==> src/rtl/mul_seq_48x48.sv <==
// 2*HW x 2*HW unsigned sequential multiplier built from one HW x HW
// combinational multiplier, accumulating up to four partial products.

module unsigned_mul #(
    parameter int WIDTH = 24
) (
    input  logic [WIDTH-1:0]   A,
    input  logic [WIDTH-1:0]   B,
    output logic [2*WIDTH-1:0] P
);
    assign P = A * B;
endmodule

module mul_seq_48x48 #(
    parameter int HW        = 24,
    parameter int SKIP_ZERO = 1,
    parameter int CNT_W     = 16
) (
    input  logic              clk,
    input  logic              rst_n,
    input  logic              in_valid,
    output logic              in_ready,
    input  logic [2*HW-1:0]   IN1,
    input  logic [2*HW-1:0]   IN2,
    output logic              out_valid,
    input  logic              out_ready,
    output logic [4*HW-1:0]   OUT,
    output logic              busy,
    output logic [CNT_W-1:0]  op_cnt
);
    typedef enum logic [1:0] {S_IDLE, S_MUL, S_DONE} state_t;

    state_t             r_state;
    state_t             w_state_nxt;
    logic [2*HW-1:0]    r_a;
    logic [2*HW-1:0]    r_b;
    logic [1:0]         r_step;
    logic [4*HW-1:0]    r_acc;
    logic [4*HW-1:0]    r_out;
    logic [CNT_W-1:0]   r_cnt;

    logic               w_accept;
    logic [3:0]         w_act_in;
    logic [3:0]         w_act_reg;
    logic [3:0]         w_higher;
    logic               w_last;
    logic [HW-1:0]      w_ma;
    logic [HW-1:0]      w_mb;
    logic [2*HW-1:0]    w_p;
    logic [4*HW-1:0]    w_ext;
    logic [4*HW-1:0]    w_sh;
    logic [4*HW-1:0]    w_acc_nxt;

    // Bit i set when step i contributes a non-zero partial product
    function automatic logic [3:0] f_active(
        input logic [2*HW-1:0] a,
        input logic [2*HW-1:0] b
    );
        logic al, ah, bl, bh;
        al = |a[HW-1:0];
        ah = |a[2*HW-1:HW];
        bl = |b[HW-1:0];
        bh = |b[2*HW-1:HW];
        if (SKIP_ZERO == 0) return 4'hF;
        return {ah & bh, ah & bl, al & bh, al & bl};
    endfunction

    function automatic logic [1:0] f_first(input logic [3:0] m);
        logic [1:0] r;
        r = 2'd0;
        for (int i = 3; i >= 0; i--)
            if (m[i]) r = 2'(i);
        return r;
    endfunction

    assign w_accept  = in_valid & in_ready;
    assign w_act_in  = f_active(IN1, IN2);
    assign w_act_reg = f_active(r_a, r_b);
    assign w_higher  = w_act_reg & (4'b1110 << r_step);
    assign w_last    = (w_higher == 4'd0);

    always_comb begin
        w_ma = '0;
        w_mb = '0;
        unique case (r_step)
            2'd0: begin w_ma = r_a[HW-1:0];    w_mb = r_b[HW-1:0];    end
            2'd1: begin w_ma = r_a[HW-1:0];    w_mb = r_b[2*HW-1:HW]; end
            2'd2: begin w_ma = r_a[2*HW-1:HW]; w_mb = r_b[HW-1:0];    end
            2'd3: begin w_ma = r_a[2*HW-1:HW]; w_mb = r_b[2*HW-1:HW]; end
        endcase
    end

    unsigned_mul #(.WIDTH(HW)) u_mul (
        .A (w_ma),
        .B (w_mb),
        .P (w_p)
    );

    assign w_ext = {{(2*HW){1'b0}}, w_p};

    always_comb begin
        w_sh = w_ext;
        unique case (r_step)
            2'd0:       w_sh = w_ext;
            2'd1, 2'd2: w_sh = w_ext << HW;
            2'd3:       w_sh = w_ext << (2*HW);
        endcase
    end

    assign w_acc_nxt = r_acc + w_sh;

    always_ff @(posedge clk or negedge rst_n) begin
        if (!rst_n) r_state <= S_IDLE;
        else        r_state <= w_state_nxt;
    end

    always_comb begin
        w_state_nxt = r_state;
        unique case (r_state)
            S_IDLE:
                if (in_valid)
                    w_state_nxt = (w_act_in == 4'd0) ? S_DONE : S_MUL;
            S_MUL:
                if (w_last) w_state_nxt = S_DONE;
            S_DONE:
                if (out_ready) begin
                    if (in_valid)
                        w_state_nxt = (w_act_in == 4'd0) ? S_DONE : S_MUL;
                    else
                        w_state_nxt = S_IDLE;
                end
            default: w_state_nxt = S_IDLE;
        endcase
    end

    always_comb begin
        in_ready  = 1'b0;
        out_valid = 1'b0;
        busy      = 1'b1;
        unique case (r_state)
            S_IDLE: begin in_ready = 1'b1; busy = 1'b0; end
            S_MUL:  in_ready = 1'b0;
            S_DONE: begin in_ready = out_ready; out_valid = 1'b1; end
            default: begin in_ready = 1'b0; busy = 1'b0; end
        endcase
    end

    // OUT is only reloaded on DONE entry so it stays stable under back-pressure
    always_ff @(posedge clk or negedge rst_n) begin
        if (!rst_n) begin
            r_a    <= '0;
            r_b    <= '0;
            r_step <= 2'd0;
            r_acc  <= '0;
            r_out  <= '0;
        end else if (w_accept) begin
            r_a    <= IN1;
            r_b    <= IN2;
            r_acc  <= '0;
            r_step <= f_first(w_act_in);
            if (w_act_in == 4'd0) r_out <= '0;
        end else if (r_state == S_MUL) begin
            r_acc  <= w_acc_nxt;
            r_step <= f_first(w_higher);
            if (w_last) r_out <= w_acc_nxt;
        end
    end

    always_ff @(posedge clk or negedge rst_n) begin
        if (!rst_n)                    r_cnt <= '0;
        else if (out_valid & out_ready) r_cnt <= r_cnt + 1'b1;
    end

    assign OUT    = r_out;
    assign op_cnt = r_cnt;

endmodule

==> config.mk <==
export PLATFORM = sky130hd
export DESIGN_NAME = mul_seq_48x48
export DESIGN_NICKNAME = d
export VERILOG_FILES = /design/src/rtl/mul_seq_48x48.sv
export SDC_FILE = /design/constraint.sdc
export NUM_CORES = 2
export LEC_CHECK = 0
export CAP_MARGIN = 20
export CORE_ASPECT_RATIO = 1.1
export CORE_MARGIN = 2
export CORE_UTILIZATION = 45
export DETAILED_ROUTE_END_ITERATION = 8
export PLACE_DENSITY = 0.69
export SLEW_MARGIN = 40
export SYNTH_ARGS = -nofsm -noshare
export SYNTH_HDL_FRONTEND = slang
export SYNTH_HIERARCHICAL = 1
export SYNTH_SLANG_ARGS = --single-unit
==> constraint.sdc <==
create_clock -name clk -period 12.5 [get_ports clk]
set_clock_uncertainty 0.2 [all_clocks]
set_input_delay 1.25 -clock clk [delete_from_list [all_inputs] [get_ports clk]]
set_output_delay 1.25 -clock clk [all_outputs]
set_load 0.01 [all_outputs]
==> flow_summary_export.csv <==
group,metric,value,unit
yosys,post_synth_net_total,5406,
global_route,grt_first_pass_wirelength,196000,um
setup_path,critPathKind,"reg -> reg",
clocking,cts-htree-levels,2,
setup_path,critical_path_peak_fanout,24,
clocking,clkSinkCount,308,
clocking,cts_setup_buffers,0,
flow_run,max_cap_violations,0,
yosys,synth_top_family_by_area,"adder cells",
sta,min_period_over_period,96.3,%
yosys,synthesis.instances,4539,
clocking,cts_hold_buffers,0,
layout,layout-area-overhead-vs-synth,10.9,%
layout,final_layout_size_suffix_gt1_share,4.67,%
sta,final.setup.tns,0,ns
layout,nFillCells,8245,
die,num_rows,113,
yosys,synth_adder_area_share,33.6,%
die,design.core.area,0.0865,mm2
clocking,clk_path_buf_depth,3,
placement,place.detailed.instances,5688,
min_path,holdPathStages,2,
yosys,synth.area.mux_share,2.95,%
global_route,grt_start_max_net_pins,100,
detailed_routing,wl_per_cell,21.7,um
setup_path,critical_path.startpoint_type,"flop",
yosys,postSynth.topFlopCell,"dfrtp_1",
detailed_routing,routed_wl,125000,um
detailed_routing,detail_route.drc_violations,0,
layout,post-route-util,50.5,%
yosys,post_synth_and_or_nand_nor_area_fraction,19.5,%
clocking,cts.clk_slew.worst_paths,0.07,ns
setup_path,critPathRequiredTime,12.75,ns
clocking,tritoncts,"yes",
detailed_routing,detail_route.iter0.violations,2652,
min_path,min_path_type,"reg -> reg",
layout,finalNonFillerCells,5755,
yosys,synth-edff-count,0,
global_route,globalRouteMet3Util,4.11,%
sta,slew_violations,0,
detailed_routing,ant_nets,0,
clocking,ctsResizeCount,0,
setup_path,critical_path.slowest_cell,"xnor2_1",
setup_path,r2r_cells,40,
sta,timing.fmax,83.1,MHz
die,starting_density_of_the_core,45.5,%
global_route,grt.met1_usage,36.1,%
clocking,clock_latency,0.57,ns
placement,portBuffers,214,
yosys,number_of_distinct_library_cell_variants_in_the_gate_level_netlist_after_synthesis,93,
die,floorplan.die.width,286,um
yosys,synth_compound_area_share,12.7,%
global_route,first_global_vias,34100,
die,die_area,0.0899,mm2
clocking,root_buffer,"clkbuf_16",
global_route,grt_usage,28.0,%
sta,final-setup-viol-count,0,
sta,timing.slew.headroom,34.6,%
yosys,avgSynthCellArea,8.68,um2
global_route,grt_overflow,0,
setup_path,cpPeakStageDelay,0.70,ns
yosys,mappedNetlistArea,0.0394,mm2
yosys,yosys_register_bits,308,
sta,finalHoldViolations,0,
run_status,run_status,"finished, final reports clean",
die,die-height,314,um
global_route,antenna_found_initial,0,
global_route,globalRouteMet2Util,47.0,%
detailed_routing,first_pass_iters,6,
placement,gp_congestion,1.00,
setup_path,cp_common_cell,"fa_1",
yosys,yosys_warns,6,
clocking,clock_buffers_created_by_tritoncts,37,
setup_path,timing.critical_path.to_type,"flop",
yosys,synthArstFlopShare,100,%
layout,number_of_nets_at_the_end_of_the_flow,5444,
sta,tightest_slew,0.974,ns
sta,final_period_minus_worst_setup_slack,12.03,ns
setup_path,timing.critical_path.arrival,12.28,ns
placement,post-dp-hpwl,96400,um
detailed_routing,num_vias,32800,
detailed_routing,vias_per_cell,5.70,
global_route,global_route.peak_usage_layer,"met2",
yosys,ys_seq_area_share,19.6,%
sta,grt_setup_unrepaired,"no",
die,pin_count,215,
yosys,post_synth_xor_area_fraction,3.33,%
==> synthesized netlist by cell type (11+ instances only) <==
cell type,count,area (um2)
nand2_1,794,2980
inv_1,602,2260
fa_1,483,9670
and2_1,359,2250
dfrtp_1,308,7710
ha_1,284,3550
clkbuf_1,205,769
a21oi_1,191,956
nor2_1,178,668
o21ai_0,142,711
a22o_1,107,937
xnor2_1,92,806
nand4_1,73,457
a21o_1,61,458
mux2i_1,61,611
nor4_1,58,363
xor2_1,58,508
nand3_1,50,250
mux2_2,49,552
o21bai_1,41,308
nor3_1,28,140
a31oi_1,20,125
buf_2,18,90.1
o21a_1,18,135
buf_4,16,120
a211oi_1,15,113
and3_1,15,93.8
o211ai_1,14,105
o21ai_1,14,70.1
or3_1,14,87.6
o31ai_1,13,97.6
buf_1,11,41.3
==> worst paths after layout <==
kind,startpoint,end,slack (ns)
setup reg to reg,r_step[1],r_acc[92],0.47
max in group asynchronous,rst_n,r_b[42],10.04
hold / removal,OUT[7],OUT[7],0.27
min in group asynchronous,rst_n,OUT[76],0.36
hold reg to reg,OUT[7],OUT[7],0.27
setup / recovery,r_step[1],r_acc[92],0.47
==> layout make-up <==
type | instances | area, um2 | share of cell area [%]
flip-flops and latches | 308 | 7710 | 17.6
clock buffers | 50 | 1080 | 2.46
well taps | 1150 | 1440 | 3.29
diodes | 1 | 2.50 | 0.00573
multi-input cells | 3377 | 28500 | 65.1
inverters | 602 | 2260 | 5.17
repair buffers | 251 | 2530 | 5.79
clock inverters | 16 | 225 | 0.515
==> flip-flops by register name, indices dropped and copies added, names as in the netlist <==
register / flops
r_b: 48
r_step: 2
r_state: 2
op_cnt: 16
r_acc: 96
r_a: 48
OUT: 96
==> cells in the final DEF, fill, tap and decap left out, types with 142 or more instances in the layout <==
cell	Yosys	layout
o21ai_0	142	142
nand2_1	794	793
fa_1	483	483
ha_1	284	283
a21oi_1	191	191
dfrtp_1	308	308
and2_1	359	358
inv_1	602	602
clkdlybuf4s50_1	0	213
nor2_1	178	174
==> kinds of logic after synthesis <==
family,count (synthesis)
AO/OA/AOI/OAI,727
XOR/XNOR,150
adder cells (fa/ha/maj),767
buffers and inverters,854
flip-flops,308
multiplexers,110
AND/OR/NAND/NOR,1623
==> routing by layer <==
metal	routed length, um	up-vias	share of wire [%]
met5	0	-	0
met3	8720	337	7.0
met2	59800	1312	48
li1	-	14800	-
met4	5890	0	4.7
met1	50600	16300	41
==> worst max-delay path, delay by kind of cell (launching register included) <==
| family | cells | cell delay [ns] |
|---|---|---|
| compound gates | 9 | 3.00 |
| xor+xnor | 1 | 0.70 |
| fa+ha+maj | 10 | 4.49 |
| buf+inv | 7 | 0.70 |
| flops | 1 | 0.44 |
| mux | 1 | 0.64 |
| simple gates | 12 | 1.73 |
==> per-stage QoR <==
step	setup WS, ns	instance area, um2	hold WS [ns]
after floorplan	1.97	39400	0.255
after global placement	0.637	42200	0.250
after detailed placement	0.559	42400	0.260
after CTS	0.553	43700	0.274
after global routing	0.117	43700	0.285
final	0.466	43700	0.267
Power is not shown: default switching activity piles up to over one toggle a cycle in this logic, so the estimate is an artifact.
